<file path="src/rtl/register_bank.sv">
// ---------------------------------------------------------------------------
// register_bank
//
// Purpose:
//    Eight-entry general-purpose register bank that feeds the operand
//    multiplexer. All eight registers are presented in parallel. One write
//    per cycle arrives from the bus/ALU result. R7 doubles as the program
//    counter and has its own increment control. A pending-write scoreboard
//    lets the control FSM stall on registers whose result is still
//    outstanding.
//
// Parameters:
//    WIDTH     data width of every register and data port
//    PC_RESET  value loaded into R7 (program counter) on reset
//
// Ports:
//    i_clock              system clock, all state updates on the rising edge
//    i_resetn             asynchronous active-low reset
//    i_wr_en              write strobe for register i_wr_addr
//    i_wr_addr [2:0]      destination register index
//    i_wr_data [WIDTH]    data to write
//    i_pc_incr            increment R7 by one (modulo 2^WIDTH)
//    i_rsv_en             mark register i_rsv_addr as awaiting a write
//    i_rsv_addr [2:0]     register index to reserve
//    o_r0_out..o_r7_out   current register contents (operand mux in0..in7)
//    o_pending [7:0]      scoreboard, bit n set means Rn awaits a write
//    o_pc_wrap            one-cycle pulse after R7 increments from all-ones
//
// Configuration macro:
//    REGISTER_BANK_WRITE_BYPASS_EN
//       Defined:   the addressed output shows i_wr_data in the same cycle as
//                  the write, and the written register's pending bit is shown
//                  already cleared unless it is being reserved that cycle.
//       Undefined: outputs show register state only; a write becomes visible
//                  the cycle after the clock edge.
// ---------------------------------------------------------------------------
module register_bank #(
   parameter int               WIDTH    = 16,
   parameter logic [WIDTH-1:0] PC_RESET = '0
) (
   input  logic             i_clock,
   input  logic             i_resetn,
   input  logic             i_wr_en,
   input  logic [2:0]       i_wr_addr,
   input  logic [WIDTH-1:0] i_wr_data,
   input  logic             i_pc_incr,
   input  logic             i_rsv_en,
   input  logic [2:0]       i_rsv_addr,
   output logic [WIDTH-1:0] o_r0_out,
   output logic [WIDTH-1:0] o_r1_out,
   output logic [WIDTH-1:0] o_r2_out,
   output logic [WIDTH-1:0] o_r3_out,
   output logic [WIDTH-1:0] o_r4_out,
   output logic [WIDTH-1:0] o_r5_out,
   output logic [WIDTH-1:0] o_r6_out,
   output logic [WIDTH-1:0] o_r7_out,
   output logic [7:0]       o_pending,
   output logic             o_pc_wrap
);

   localparam logic [WIDTH-1:0] PC_ONE = {{(WIDTH-1){1'b0}}, 1'b1};

   logic [WIDTH-1:0] r_regs [8];
   logic [7:0]       r_pending;
   logic             r_pc_wrap;

   logic [7:0]       w_wr_hit;
   logic [7:0]       w_rsv_hit;
   logic             w_pc_collide;
   logic             w_pc_step;
   logic             w_pc_wraps;
   logic [WIDTH-1:0] w_pc_plus1;
   logic [7:0]       w_pending_next;
   logic [WIDTH-1:0] w_view [8];
   logic [7:0]       w_pending_view;

   // Decode the write and reservation ports into one-hot masks, and work out
   // whether the PC increment survives this cycle. A write to R7 in the same
   // cycle overrides the increment, so it neither steps nor flags a wrap.
   // A reservation is applied after the write-clear so a newer producer
   // issued in the same cycle keeps the register marked pending.
   always_comb begin
      w_wr_hit       = 8'h00;
      w_rsv_hit      = 8'h00;
      if (i_wr_en) begin
         w_wr_hit = 8'(1) << i_wr_addr;
      end
      if (i_rsv_en) begin
         w_rsv_hit = 8'(1) << i_rsv_addr;
      end
      w_pc_collide   = i_wr_en && (i_wr_addr == 3'd7);
      w_pc_step      = i_pc_incr && !w_pc_collide;
      w_pc_plus1     = r_regs[7] + PC_ONE;
      w_pc_wraps     = w_pc_step && (&r_regs[7]);
      w_pending_next = (r_pending & ~w_wr_hit) | w_rsv_hit;
   end

   // Register file storage. Reset clears R0..R6 and loads the program
   // counter. The write port and the PC increment never both target R7 in
   // one cycle because w_pc_step is suppressed on a collision.
   always_ff @(posedge i_clock or negedge i_resetn) begin
      if (!i_resetn) begin
         for (int i = 0; i < 7; i++) begin
            r_regs[i] <= '0;
         end
         r_regs[7] <= PC_RESET;
      end else begin
         if (i_wr_en) begin
            r_regs[i_wr_addr] <= i_wr_data;
         end
         if (w_pc_step) begin
            r_regs[7] <= w_pc_plus1;
         end
      end
   end

   // Scoreboard and wrap flag. The wrap flag is recomputed every cycle, so
   // it is high only for the single cycle following a wrapping increment.
   always_ff @(posedge i_clock or negedge i_resetn) begin
      if (!i_resetn) begin
         r_pending <= 8'h00;
         r_pc_wrap <= 1'b0;
      end else begin
         r_pending <= w_pending_next;
         r_pc_wrap <= w_pc_wraps;
      end
   end

   // Output view. With forwarding enabled the write port is shown a cycle
   // early, including the scoreboard clear; a same-address reservation keeps
   // the bit set. The PC increment is never forwarded.
   always_comb begin
      for (int i = 0; i < 8; i++) begin
         w_view[i] = r_regs[i];
      end
      w_pending_view = r_pending;
`ifdef REGISTER_BANK_WRITE_BYPASS_EN
      if (i_wr_en) begin
         w_view[i_wr_addr] = i_wr_data;
      end
      w_pending_view = r_pending & ~(w_wr_hit & ~w_rsv_hit);
`endif
   end

   assign o_r0_out  = w_view[0];
   assign o_r1_out  = w_view[1];
   assign o_r2_out  = w_view[2];
   assign o_r3_out  = w_view[3];
   assign o_r4_out  = w_view[4];
   assign o_r5_out  = w_view[5];
   assign o_r6_out  = w_view[6];
   assign o_r7_out  = w_view[7];
   assign o_pending = w_pending_view;
   assign o_pc_wrap = r_pc_wrap;

endmodule

</file>
<file path="config.mk">
export PLATFORM = sky130hd
export DESIGN_NAME = register_bank
export DESIGN_NICKNAME = d
export VERILOG_FILES = /design/src/rtl/register_bank.sv
export SDC_FILE = /design/constraint.sdc
export NUM_CORES = 1
export LEC_CHECK = 0
export ABC_CLOCK_PERIOD_IN_PS = 1550
export CORE_MARGIN = 8
export CORE_UTILIZATION = 24
export DETAILED_ROUTE_END_ITERATION = 10
export PLACE_DENSITY = 0.46
export REMOVE_ABC_BUFFERS = 1
export SKIP_CTS_REPAIR_TIMING = 1
export SLEW_MARGIN = 20
export SYNTH_ARGS = -nofsm -noshare
export SYNTH_HDL_FRONTEND = slang
export SYNTH_SLANG_ARGS = --single-unit
</file>
<file path="constraint.sdc">
create_clock -name i_clock -period 1.55 [get_ports i_clock]
set_clock_uncertainty 0.2 [all_clocks]
set_input_delay 0.2325 -clock i_clock [delete_from_list [all_inputs] [get_ports i_clock]]
set_output_delay 0.2325 -clock i_clock [all_outputs]
set_load 0.03 [all_outputs]
</file>
## Word level (Yosys, flattened, before mapping)

Index checks and enable logic that the tools add are counted.

| storage, ports and cells | value |
|---|---|
| output and inout bits | 137 |
| register bits after elaboration | 137 |
| ROM bits | 0 |
| word-level logic and storage cells | 34 |
| bits in latches | 0 |
| memory bits (writable) | 0 |
| memories kept | 0 |

| cells by class | value |
|---|---|
| $mul | 0 |
| add/subtract/negate cells | 1 |
| bitwise operators | 4 |
| mux-type cells | 7 |
| shift operators | 2 |
| magnitude comparators | 2 |
| reduce and logical (&&, ||, !) cells | 7 |
| divide/modulo/power cells | 0 |
| equality and inequality tests | 1 |

Operator list:

| operator | number |
|---|---|
| $bwmux 128 | 1 |
| $demux 16 s3 | 1 |
| $mux 16 | 3 |
| $add 16x1->16 const B | 1 |
| $mux 8 | 2 |
| $reduce_and 16->1 | 1 |
| $shl 1x3->8 const A | 2 |
| $and 8x8->8 | 1 |
| $not 8->8 | 1 |
| $or 8x8->8 | 1 |
| $ge 4x4->1 const B | 1 |
| $logic_and 1x1->1 | 4 |
| $lt 4x1->1 const B | 1 |
| $not 3->4 | 1 |
| $eq 3x3->1 const B | 1 |
| $reduce_bool 2->1 | 1 |
| $logic_not 1->1 | 1 |

## Longest topological paths before layout

Gate-level depths: netlist (run 1).

| logic depth | value |
|---|---|
| word-level depth | 8 |
| depth in mapped cells | 5 |

## Worst setup path before layout (run 1)

Ideal clock, no wire load.

| timing | value |
|---|---|
| kind | register to register |
| start point | register r_regs (netlist bit o_r7_out[0]) |
| end point | register r_regs (netlist bit o_r7_out[12]) |
| stages on the path, launching flop included | 6 |
| clock period less this slack | 1.907 ns |
| setup slack | -0.357 ns |
| arrival | 1.570 ns |
| buffers on the path | 0 |
| cell sequence | dfrtp_1 -> ha_1 -> nand4_4 -> nor4_1 -> xnor2_1 -> a21oi_1 |

| on the way | value |
|---|---|
| longest elaborated chain between the ends | 2 |

Ends and longest elaborated chain:

| item | line | text |
|---|---|---|
| start, declared | 63 | `logic [WIDTH-1:0] r_regs [8];` |
| start signal, assigned by index | 109 | `r_regs[i_wr_addr] <= i_wr_data;` |
| $add 16x1->16 | 93 | `w_pc_plus1 = r_regs[7] + PC_ONE;` |
| $mux 16 | 111 | `if (w_pc_step) begin` |

Every way passes these cells.
A chain may end at the register's enable or synchronous reset.

## Worst setup path after layout (run 1)

| timing | value |
|---|---|
| start point | register r_regs (netlist bit o_r7_out[1]) |
| end point | register r_pc_wrap (netlist: o_pc_wrap) |

| on the way | value |
|---|---|
| longest elaborated chain between the ends | 2 |

Ends and longest elaborated chain:

| item | line | text |
|---|---|---|
| $reduce_and 16->1 | 94 | `w_pc_wraps = w_pc_step && (&r_regs[7]);` |
| $logic_and 1x1->1 | 94 |  |
| named net w_pc_wraps | 71 | `logic w_pc_wraps;` |
| end signal, assigned | 125 | `r_pc_wrap <= w_pc_wraps;` |
| end, declared | 65 | `logic r_pc_wrap;` |

The timed path passes the listed nets, and every way through them passes these cells.

==> results.txt, run 1 <==
The synthesized netlist occupies a cell area of 5490 um^2. In the global route stage, met1 resource usage came out at 0.156. The placed wire-length estimate came out at 13.1 mm. Entering global routing, the biggest net connects 42 pins. Of all cell types, the one taking the most synthesized area is sky130_fd_sc_hd__dfrtp_1. The number of optimization iterations in the first detailed-route pass came out at 4.

The required time reported for the critical path endpoint came out at 1710 ps. The maximum vdd drop is 0.775 mV. Yosys mapped the design onto 29 distinct sky130hd cell types. The final weighted congestion in routability-driven placement came out at 0.780. The number of buffers added by the clock tree synthesis step came out at 17. The number of antenna violations at the first check in global routing is 1. The final design utilization came out at 0.395. For this configuration, the core starts out at a cell density of 0.243. The final count of pins violating max slew is 0. The H-tree generated during clock tree synthesis spans 4 levels.

The clock latency on the worst-skew pair is 420 ps. The end point of the critical path is o_pc_wrap. In the global route stage, met2 resource usage came out at 0.214. By area the synthesized netlist is led by sky130_fd_sc_hd__dfrtp_1 62%, sky130_fd_sc_hd__mux2_2 23%, sky130_fd_sc_hd__xnor2_1 1.9%, sky130_fd_sc_hd__a21oi_1 1.5%, sky130_fd_sc_hd__nor2_1 1.3%. The via count of the first global-routing pass came out at 4257.

The share of synthesized area occupied by flip-flops and latches is 0.624. The overall global routing resource usage came out at 0.129. The floorplan has 55 rows.

The flip-flop and latch count after synthesis is 137. The slack of the worst reg-to-reg path is -120 ps. Leaving out fill and tap cells, the most frequent cell in the layout is sky130_fd_sc_hd__dfrtp_1.

Data arrives at the worst endpoint at 1830 ps. The TritonCTS clock tree is built. The power density over the cells came out at 1770 nW/um^2. The clock-pin slew of the registers on the worst-case setup and hold paths is 60 ps.

The flow ran to the end, but the final reports show violations. The floorplan die width came out at 167 um. In this run the count of I/O pins placed on the die edge is 164.

The final-layout worst hold slack came out at 82.2 ps. The worst setup path is launched from a flop. The synthesis-to-layout area growth is 62.3%. The upper clock frequency limit is 599 MHz. Setup repair after global routing could not meet its margin everywhere.

The endpoint identified for the worst register-to-register timing path is o_pc_wrap. The floorplan die height is 167 um. The count of maximum capacitance violations is 0. The total grt overflow came out at 0. The share of final-layout standard cells stronger than drive strength 1 is 0.533. Setup slack on the critical path of the routed design comes to -119 ps. The total leakage power came out at 4.37 nW. The global-route met3 utilization is 0.0426. The area of the core region is 22600 um^2.

In this run the critical register-to-register path is launched from o_r7_out[1]. The total number of vias came out at 3993. The detailed router finished its first iteration with 206 violations. In the layout the commonest cells are 132 x sky130_fd_sc_hd__dfrtp_1, 112 x sky130_fd_sc_hd__mux2_2, 58 x sky130_fd_sc_hd__clkbuf_2. The class of the most critical setup path is flop to flop. The final net count came out at 634.

The tightest min-delay check is of the primary input to async pin type. Counting tap cells, the placed design contains a total of 849 instances. The area share of the largest cell type after synthesis is 0.624. The port buffer count is 163.

The hold violation count in the final report came out at 0. The portion of the clock cycle consumed by the worst path in the final layout came out at 1.08. The count of cells in the finished layout, fillers not included, comes to 905. The global routing's busiest layer is met2. Tracing the worst setup path back leads to its startpoint at o_r7_out[1].

The count of antenna-violating nets left after detailed routing is 0. The number of cells traversed by the worst register-to-register path came out at 5. The number of warnings reported in the yosys synthesis log is 0.

The detailed-route wire length came out at 18.3 mm. The total setup violations reported at the end of the flow is 11. After technology mapping, the gate count stands at 372.

The clock sink count is 137. The summed negative setup slack over all endpoints came out at -639 ps. The critical path capture point type is a flop. The DRC violations left came out at 0. The slew at the pin closest to its max-slew limit is 404 ps.

The checks that failed: negative setup slack. The highest fanout seen on the critical path came out at 5. The wire length of the first global-routing pass is 27.3 mm.

The final-layout fill cell count came out at 2144. The shortest period the worst path allows came out at 1670 ps. A synthesized cell averages 14.8 um^2. The normalized max-slew margin came out at 0.731. The die footprint is 28000 um^2. The maximum clock insertion buffer count came out at 2.

The root buffer selected by CTS is sky130_fd_sc_hd__clkbuf_16. The detail-routed via count per cell is 4.41. The routed wirelength normalized by instance count is 20.2 um.
## cells in the mapped netlist
master	instances
sky130_fd_sc_hd__dfrtp_1	137
sky130_fd_sc_hd__mux2_2	112
sky130_fd_sc_hd__nor2_1	19
sky130_fd_sc_hd__a21oi_1	16
sky130_fd_sc_hd__nand2_1	12
sky130_fd_sc_hd__xnor2_1	12
sky130_fd_sc_hd__inv_1	6
sky130_fd_sc_hd__nor4_1	6
sky130_fd_sc_hd__buf_4	5
sky130_fd_sc_hd__nand4_1	5
sky130_fd_sc_hd__buf_2	4
sky130_fd_sc_hd__o21ai_0	4
sky130_fd_sc_hd__clkbuf_1	3
sky130_fd_sc_hd__nand2b_1	3
sky130_fd_sc_hd__nand3_1	3
sky130_fd_sc_hd__nand4b_2	3
sky130_fd_sc_hd__nor3_1	3
sky130_fd_sc_hd__xor2_1	3
sky130_fd_sc_hd__buf_6	2
sky130_fd_sc_hd__nand4_4	2
sky130_fd_sc_hd__nor3b_4	2
sky130_fd_sc_hd__o22ai_1	2
sky130_fd_sc_hd__o32ai_1	2
sky130_fd_sc_hd__and3_1	1
sky130_fd_sc_hd__ha_1	1
sky130_fd_sc_hd__mux2i_1	1
sky130_fd_sc_hd__nand2b_4	1
sky130_fd_sc_hd__nor3_2	1
sky130_fd_sc_hd__nor3_4	1
## cells by family (layout without fill, tap and decap cells)
group                    after synthesis  in the layout  synth area share
other                                  0              1                 0
AO/OA/AOI/OAI                         24             24            0.0237
AND/OR/NAND/NOR                       62             62            0.0738
buffers and inverters                 20            267            0.0207
XOR/XNOR                              15             15            0.0239
flip-flops                           137            137             0.624
multiplexers                         113            113             0.231
adder cells (fa/ha/maj)                1              1           0.00228
## stage by stage
stage	power, mW	setup slack (ps)	area [um^2]
detailed placement	11.2	-543	8100
CTS	15.8	-490	8750
global placement	11.1	-528	8100
floorplan	7.84	-385	5400
finish	15.8	-119	8910
global route	16.5	-244	8910
## critical path, cell delays in order, from the launching register on
cell,delay (ps)
sky130_fd_sc_hd__dfrtp_1,360
sky130_fd_sc_hd__ha_2,210
sky130_fd_sc_hd__nand4_4,170
sky130_fd_sc_hd__buf_4,190
sky130_fd_sc_hd__nor4_2,290
sky130_fd_sc_hd__and3_1,190
## where the power goes
part	internal [mW]	leakage (nW)	switching (mW)
clock network	2.92	0.315	1.66
logic	2.82	2.43	3.30
registers	4.45	1.62	0.639
## layout make-up
cell class / instances / area [um^2] / area share
Inverter: 6 / 22.5 / 0.00253
Tap cell: 285 / 357 / 0.0400
Multi-Input combinational cell: 215 / 2050 / 0.230
Clock buffer: 19 / 443 / 0.0497
Sequential cell: 137 / 3430 / 0.385
Clock inverter: 13 / 214 / 0.0240
Antenna cell: 1 / 2.50 / 0.000281
Timing Repair Buffer: 229 / 2390 / 0.268
## flip-flops by register name (all words and copies together), names as in the netlist
signal     cells
o_pc_wrap      1
o_pending      8
o_r0_out      16
o_r1_out      16
o_r2_out      16
o_r3_out      16
o_r4_out      16
o_r5_out      16
o_r6_out      16
o_r7_out      16
## per-layer routing
layer,share of wire,vias up
met5,0,-
met4,0.011,0
met3,0.051,13
met2,0.49,106
met1,0.44,2083
li1,-,1791
## worst min path at each step
stage                     slack, ps  cells after the start           to      from
after floorplan                -260                      0    o_pc_wrap  i_resetn
after global placement          -50                      1  o_r2_out[0]  i_resetn
after detailed placement        -30                      1  o_r0_out[0]  i_resetn
after CTS                      -490                      1  o_r0_out[0]  i_resetn
after global routing             90                      2  o_r6_out[0]  i_resetn
final                            80                      2  o_r6_out[0]  i_resetn
Power figures use the tool's default switching activity.
==> run 2: changes to the inputs <==
RECOVER_POWER = 25   (was not set)
==> results.txt, run 2 (synthesized netlist as in run 1, its figures left out) <==
The run finished, with violations left. The final reports fail on negative setup slack. The floorplan die height is 167 um (unchanged).

TritonCTS built the clock tree. The port buffer count was 163 (unchanged). The number of levels in the clock H-tree is 4 (unchanged). The number of instances in the placed design is 849 (unchanged).

The final count of pins violating max slew came out at 0 (unchanged). The final weighted congestion in routability-driven placement was 0.780 (unchanged). The highest fanout seen on the critical path came out at 5 (unchanged).

The clock sink count came out at 137 (unchanged). The placed wire-length estimate is 13.1 mm (unchanged). The synthesis-to-layout area growth came to 62.2% (about the same). The cell row count is 55 (unchanged). The count of antenna-violating nets left after detailed routing is 0 (unchanged). Among all stages on the critical path, the largest delay is contributed by sky130_fd_sc_hd__dfrtp_1.

The worst path setup slack after routing came out at -119 ps (-0.00100 ps). Setup repair after global routing could not meet its margin everywhere. The total grt overflow came out at 0 (unchanged). The shortest period the worst path allows is 1670 ps (+0.00100 ps). The normalized max-slew margin came out at 0.359 (-0.371). The overall global routing resource usage was 0.129 (unchanged). The number of optimization iterations in the first detailed-route pass came out at 4 (unchanged).

STA classifies the critical path startpoint as a flop. The summed negative setup slack over all endpoints came to -637 ps (+1.55 ps). The count of pins on the block boundary is 164 (unchanged). The final design utilization came out at 0.395 (about the same). The portion of the clock cycle consumed by the worst path in the final layout is 1.08 (about the same).

The number of buffers added by the clock tree synthesis step was 17 (unchanged). The floorplan die width came out at 167 um (unchanged). The summed area of non-filler cells in the final layout is 8910 um^2 (about the same). The overall power is 15.8 mW (about the same).

The count of non-filler cells in the finished layout is 905 (unchanged). The arrival time at the worst endpoint is 1830 ps (about the same). The wire length of the first global-routing pass came out at 27.3 mm (unchanged). The area of the core region came to 22600 um^2 (unchanged). The share of final-layout standard cells stronger than drive strength 1 came out at 0.533 (unchanged). The count of maximum capacitance violations is 0 (unchanged). The maximum clock insertion buffer count is 2 (unchanged).

The die footprint is 28000 um^2 (unchanged). In the layout the commonest cells are 132 x sky130_fd_sc_hd__dfrtp_1, 112 x sky130_fd_sc_hd__mux2_2, 58 x sky130_fd_sc_hd__clkbuf_2. The clock latency on the worst-skew pair is 420 ps (about the same).

The power density over the cells is 1770 nW/um^2 (about the same). The final net count came to 634 (unchanged). The DRC violation total after the first TritonRoute iteration came to 197 (-4.4%). The pre-CTS worst setup slack is -543 ps (unchanged). The number of antenna violations at the first check in global routing is 1 (unchanged). The DRC violations left is 0 (unchanged). The clock-pin slew of the registers on the worst-case setup and hold paths is 60 ps (about the same). The number of buffer and inverter stages on the critical path is 1 (unchanged). The slew at the pin closest to its max-slew limit came to 961 ps (+557 ps).

The root buffer selected by CTS is sky130_fd_sc_hd__clkbuf_16. The total number of vias is 3976 (-0.43%). The placement-stage cell area is 8100 um^2 (unchanged). Leaving out fill and tap cells, the most frequent cell in the layout is sky130_fd_sc_hd__dfrtp_1. The maximum number of pins on one net before global-route repair was 42 (unchanged). The initial cell density of the core came out at 0.243 (unchanged). Traced cell by cell, the critical path runs through ha_2, nand4_4, buf_4, nor4_2, and3_1. The hold violation count in the final report came out at 0 (unchanged). The path class of the tightest hold or removal check is flop to flop.

The total leakage power came out at 4.37 nW (about the same). The delay contributed by the slowest stage of the critical path came to 360 ps (about the same). The maximum vdd drop is 0.774 mV (-0.13%). Broken down by cell family, the worst path's largest delay share belongs to simple AND/OR/NAND/NOR gates. The upper clock frequency limit is 599 MHz (about the same).

STA classifies the critical path endpoint as a flop. The final-layout worst hold slack is 284 ps (+202 ps). The multi-input gate area in the final layout is 2050 um^2 (unchanged). The required time reported for the critical path endpoint is 1710 ps (about the same).

The detail-routed via count per cell came out at 4.39 (-0.43%). The via count of the first global-routing pass is 4257 (unchanged). The critical path is of the flop to flop type. The detailed-route wire length came to 18.3 mm (+0.13%). The final-layout fill cell count is 2143 (-0.047%). The routed wirelength normalized by instance count is 20.3 um (+0.13%). The total setup violations reported at the end of the flow is 11 (unchanged). The area of all sequential standard cells came out at 3430 um^2 (unchanged).
## run 2: cell counts in the layout (fill, tap and decap cells not counted)
Identical to the previous run, type by type.
## run 2: power by group
group,internal (mW),switching [mW]
Combinational,2.82,3.30
Clock,2.92,1.66
Sequential,4.45,0.636
Total,10.2,5.60
## run 2: cell type report
class | instances | area share
clock inverter | 13 | 0.0240
antenna | 1 | 0.000281
clock buffer | 19 | 0.0497
tap | 285 | 0.0400
timing repair buffer | 229 | 0.268
sequential | 137 | 0.386
inverter | 6 | 0.00253
multi-input combinational | 215 | 0.230
## run 2: routing by layer
layer	vias to the layer above	wire, um	GRT usage
met1	2076	8160	0.156
met2	98	9080	0.214
met5	-	0	0
li1	1792	-	-
met4	0	202	0.0396
met3	10	904	0.0426
## run 2: final timing paths
kind / startpoint / to / slack, ps / depth (start not counted)
max reg2reg: o_r7_out[1] / o_pc_wrap / -120 / 5
max in group asynchronous: i_resetn / o_r6_out[15] / 20 / 3
min reg2reg: o_pending[6] / o_pending[6] / 280 / 2
min in group asynchronous: i_resetn / o_r6_out[0] / 290 / 2
min: o_pending[6] / o_pending[6] / 280 / 2
max: o_r7_out[1] / o_pc_wrap / -120 / 5
## run 2: worst reg2reg max path: stages (launching register included)
cell and delay (ps):
sky130_fd_sc_hd__dfrtp_1 360, sky130_fd_sc_hd__ha_2 210, sky130_fd_sc_hd__nand4_4 170, sky130_fd_sc_hd__buf_4 200, sky130_fd_sc_hd__nor4_2 290, sky130_fd_sc_hd__and3_1 190
==> run 3: changes to the inputs <==
ABC_CLOCK_PERIOD_IN_PS = 2000   (was 1550)
PLACE_DENSITY = 0.44   (was 0.46)
clock period = 2 ns   (was 1.55 ns; I/O delays follow)
==> results.txt, run 3 (synthesized netlist as in run 1, its figures left out) <==
The flow ran to the end, and the final reports show no timing, DRC or antenna violations. The switching portion of total power is 0.353 (-0.00206). The share of final-layout standard cells stronger than drive strength 1 is 0.308 (-0.225). The routed wirelength normalized by instance count is 19.5 um (-3.7%). The count of antenna-violating nets left after detailed routing came out at 0 (unchanged).

On the critical path, the stage with the largest delay is an instance of sky130_fd_sc_hd__clkdlybuf4s50_1. The power density over the cells is 1310 nW/um^2 (-26%). Clock tree synthesis selected as its root buffer the cell sky130_fd_sc_hd__clkbuf_16. The net switching power of the design came to 3.90 mW (-30%). The overall power came out at 11.1 mW (-30%). The maximum number of pins on one net before global-route repair was 44 (+4.8%). The die footprint was 28000 um^2 (unchanged).

The count of maximum capacitance violations is 0 (unchanged). The DRC violations left is 0 (unchanged). The total leakage power came out at 4.08 nW (-6.7%).

The final-layout worst hold slack came out at 284 ps (+0.130 ps). The part of the power in combinational logic was 0.355 (-0.033). The final-layout fill cell count came out at 2168 (+1.2%). The sequential fraction of design power was 0.355 (+0.033).

The initial cell density of the core is 0.243 (unchanged). The floorplan die height was 167 um (unchanged). The DRC violation total after the first TritonRoute iteration came out at 121 (-39%).

The detail-routed via count per cell is 4.29 (-2.4%). The cell row count came out at 55 (unchanged). The maximum vdd drop came to 0.537 mV (-31%). The worst setup path is of the flop to primary output kind. The shortest period the worst path allows is 1950 ps. The number of antenna violations at the first check in global routing is 0 (-1). The clock-pin slew of the registers on the worst-case setup and hold paths came out at 60 ps (about the same). The clock sink count came out at 137 (unchanged). The nature of the critical path startpoint is a flop. The upper clock frequency limit is 512 MHz.

Setup repair after global routing left no endpoint under its margin. The final net count came to 593 (-6.5%). The cell internal power dissipation came out at 7.15 mW (-30%). In this run the worst hold path is classified as flop to flop. The count of pins on the block boundary came to 164 (unchanged). The number of buffer and inverter stages on the critical path came out at 1 (unchanged). The required time reported for the critical path endpoint came out at 1500 ps (-210 ps).

The delay contributed by the slowest stage of the critical path came out at 690 ps (+330 ps). The arrival time at the worst endpoint was 1450 ps (-380 ps). The number of optimization iterations in the first detailed-route pass is 4 (unchanged). The normalized max-slew margin came to 0.374 (+0.0150). The clock latency on the worst-skew pair is 410 ps (about the same). The maximum clock insertion buffer count is 2 (unchanged). The detailed-route wire length was 16.8 mm (-8.3%).

The total number of vias is 3697 (-7.0%). The critical path capture point type is a primary output. The total setup violations reported at the end of the flow is 0 (-11). The number of antenna cells inserted is 0 (-1).

The number of buffers added by the clock tree synthesis step came to 17 (unchanged). The relative contribution of the clock network to total power was 0.290 (about the same). The hold violation count in the final report came to 0 (unchanged). The library cell used most frequently in the layout, excluding fill and tap cells, is sky130_fd_sc_hd__dfrtp_1. The portion of the clock cycle consumed by the worst path in the final layout is 0.976. Walking the worst path, the cells encountered are clkdlybuf4s50_1. The area of the core region is 22600 um^2 (unchanged). The placement-stage cell area came to 7700 um^2 (-4.9%).

The highest fanout seen on the critical path is 2 (-3). The overall global routing resource usage came out at 0.123 (-0.00642). The via count of the first global-routing pass is 4081 (-4.1%). TritonCTS built the clock tree. The wire length of the first global-routing pass came out at 26.1 mm (-4.4%). The total grt overflow came out at 0 (unchanged). The floorplan die width came out at 167 um (unchanged). The slew at the pin closest to its max-slew limit is 938 ps (-22.5 ps). The placed wire-length estimate came out at 12.1 mm (-7.7%). Grouping stages by cell kind, the critical path spends the most delay in buffers and inverters. The port buffer count is 163 (unchanged). The summed area of non-filler cells in the final layout came out at 8460 um^2 (-5.1%). The final count of pins violating max slew is 0 (unchanged). The top cell types in the final layout, fill and taps aside, are 137 x sky130_fd_sc_hd__dfrtp_1, 112 x sky130_fd_sc_hd__mux2_2, 96 x sky130_fd_sc_hd__clkdlybuf4s50_1.

The final weighted congestion in routability-driven placement came to 0.717 (-8.1%). The number of levels in the clock H-tree came out at 4 (unchanged). The synthesis-to-layout area growth is 54.0%.
[run 3: cell count changes in the layout (fill, tap and decap cells not counted), moves of 5 or more]
cell	change
sky130_fd_sc_hd__buf_4	-29
sky130_fd_sc_hd__buf_6	-17
sky130_fd_sc_hd__nor4_1	+6
sky130_fd_sc_hd__clkbuf_2	-57
sky130_fd_sc_hd__clkdlybuf4s50_1	+75
sky130_fd_sc_hd__dlymetal6s2s_1	+20
sky130_fd_sc_hd__dfrtp_1	+5
sky130_fd_sc_hd__dfrtp_2	-5
sky130_fd_sc_hd__buf_12	-29
[run 3: worst paths after layout]
kind	startpoint	to	slack, ps	cells past startpoint
worst max-delay path	o_r0_out[1]	o_r0_out[1]	50	1
worst min-delay path	o_pending[7]	o_pending[7]	280	2
worst max register to register	o_r7_out[0]	o_r7_out[12]	170	5
worst min register to register	o_pending[7]	o_pending[7]	280	2
max in group asynchronous	i_resetn	o_r0_out[10]	300	3
min in group asynchronous	i_resetn	o_r3_out[3]	370	2
[run 3: stage by stage]
step	cells	utilization	setup TNS [ps]	setup WS, ps
2_1_floorplan	358	-	0	64.5
3_3_place_gp	830	0.341	-10790	-167
3_5_place_dp	830	0.341	-13610	-197
4_1_cts	861	0.368	-2010	-172
5_1_grt	862	0.375	0	0.303
6_report	862	0.375	0	47.7
[run 3: cell type report]
| class | instances | area, um^2 | area share |
|---|---|---|---|
| flip-flops and latches | 137 | 3430 | 0.405 |
| repair buffers | 188 | 2090 | 0.247 |
| multi-input cells | 215 | 1960 | 0.231 |
| clock buffers | 19 | 453 | 0.0536 |
| well taps | 285 | 357 | 0.0422 |
| clock inverters | 12 | 150 | 0.0178 |
| inverters | 6 | 22.5 | 0.00266 |
[run 3: power groups by stage]
stage | Clock [mW] | Combinational, mW | Sequential, mW
final | 3.20 | 3.92 | 3.93
after global routing | 3.45 | 4.15 | 4.04
after CTS | 3.30 | 4.06 | 3.96
after detailed placement | 0 | 4.05 | 4.00
after global placement | 0 | 4.02 | 3.98
after floorplan | 0 | 0.820 | 5.25
[run 3: metal layers]
metal	global-route usage	routed length, um	vias up
met5	0	0	-
met4	0.0338	144	0
met3	0.0449	993	10
met2	0.199	8230	91
met1	0.151	7450	1885
li1	-	-	1711
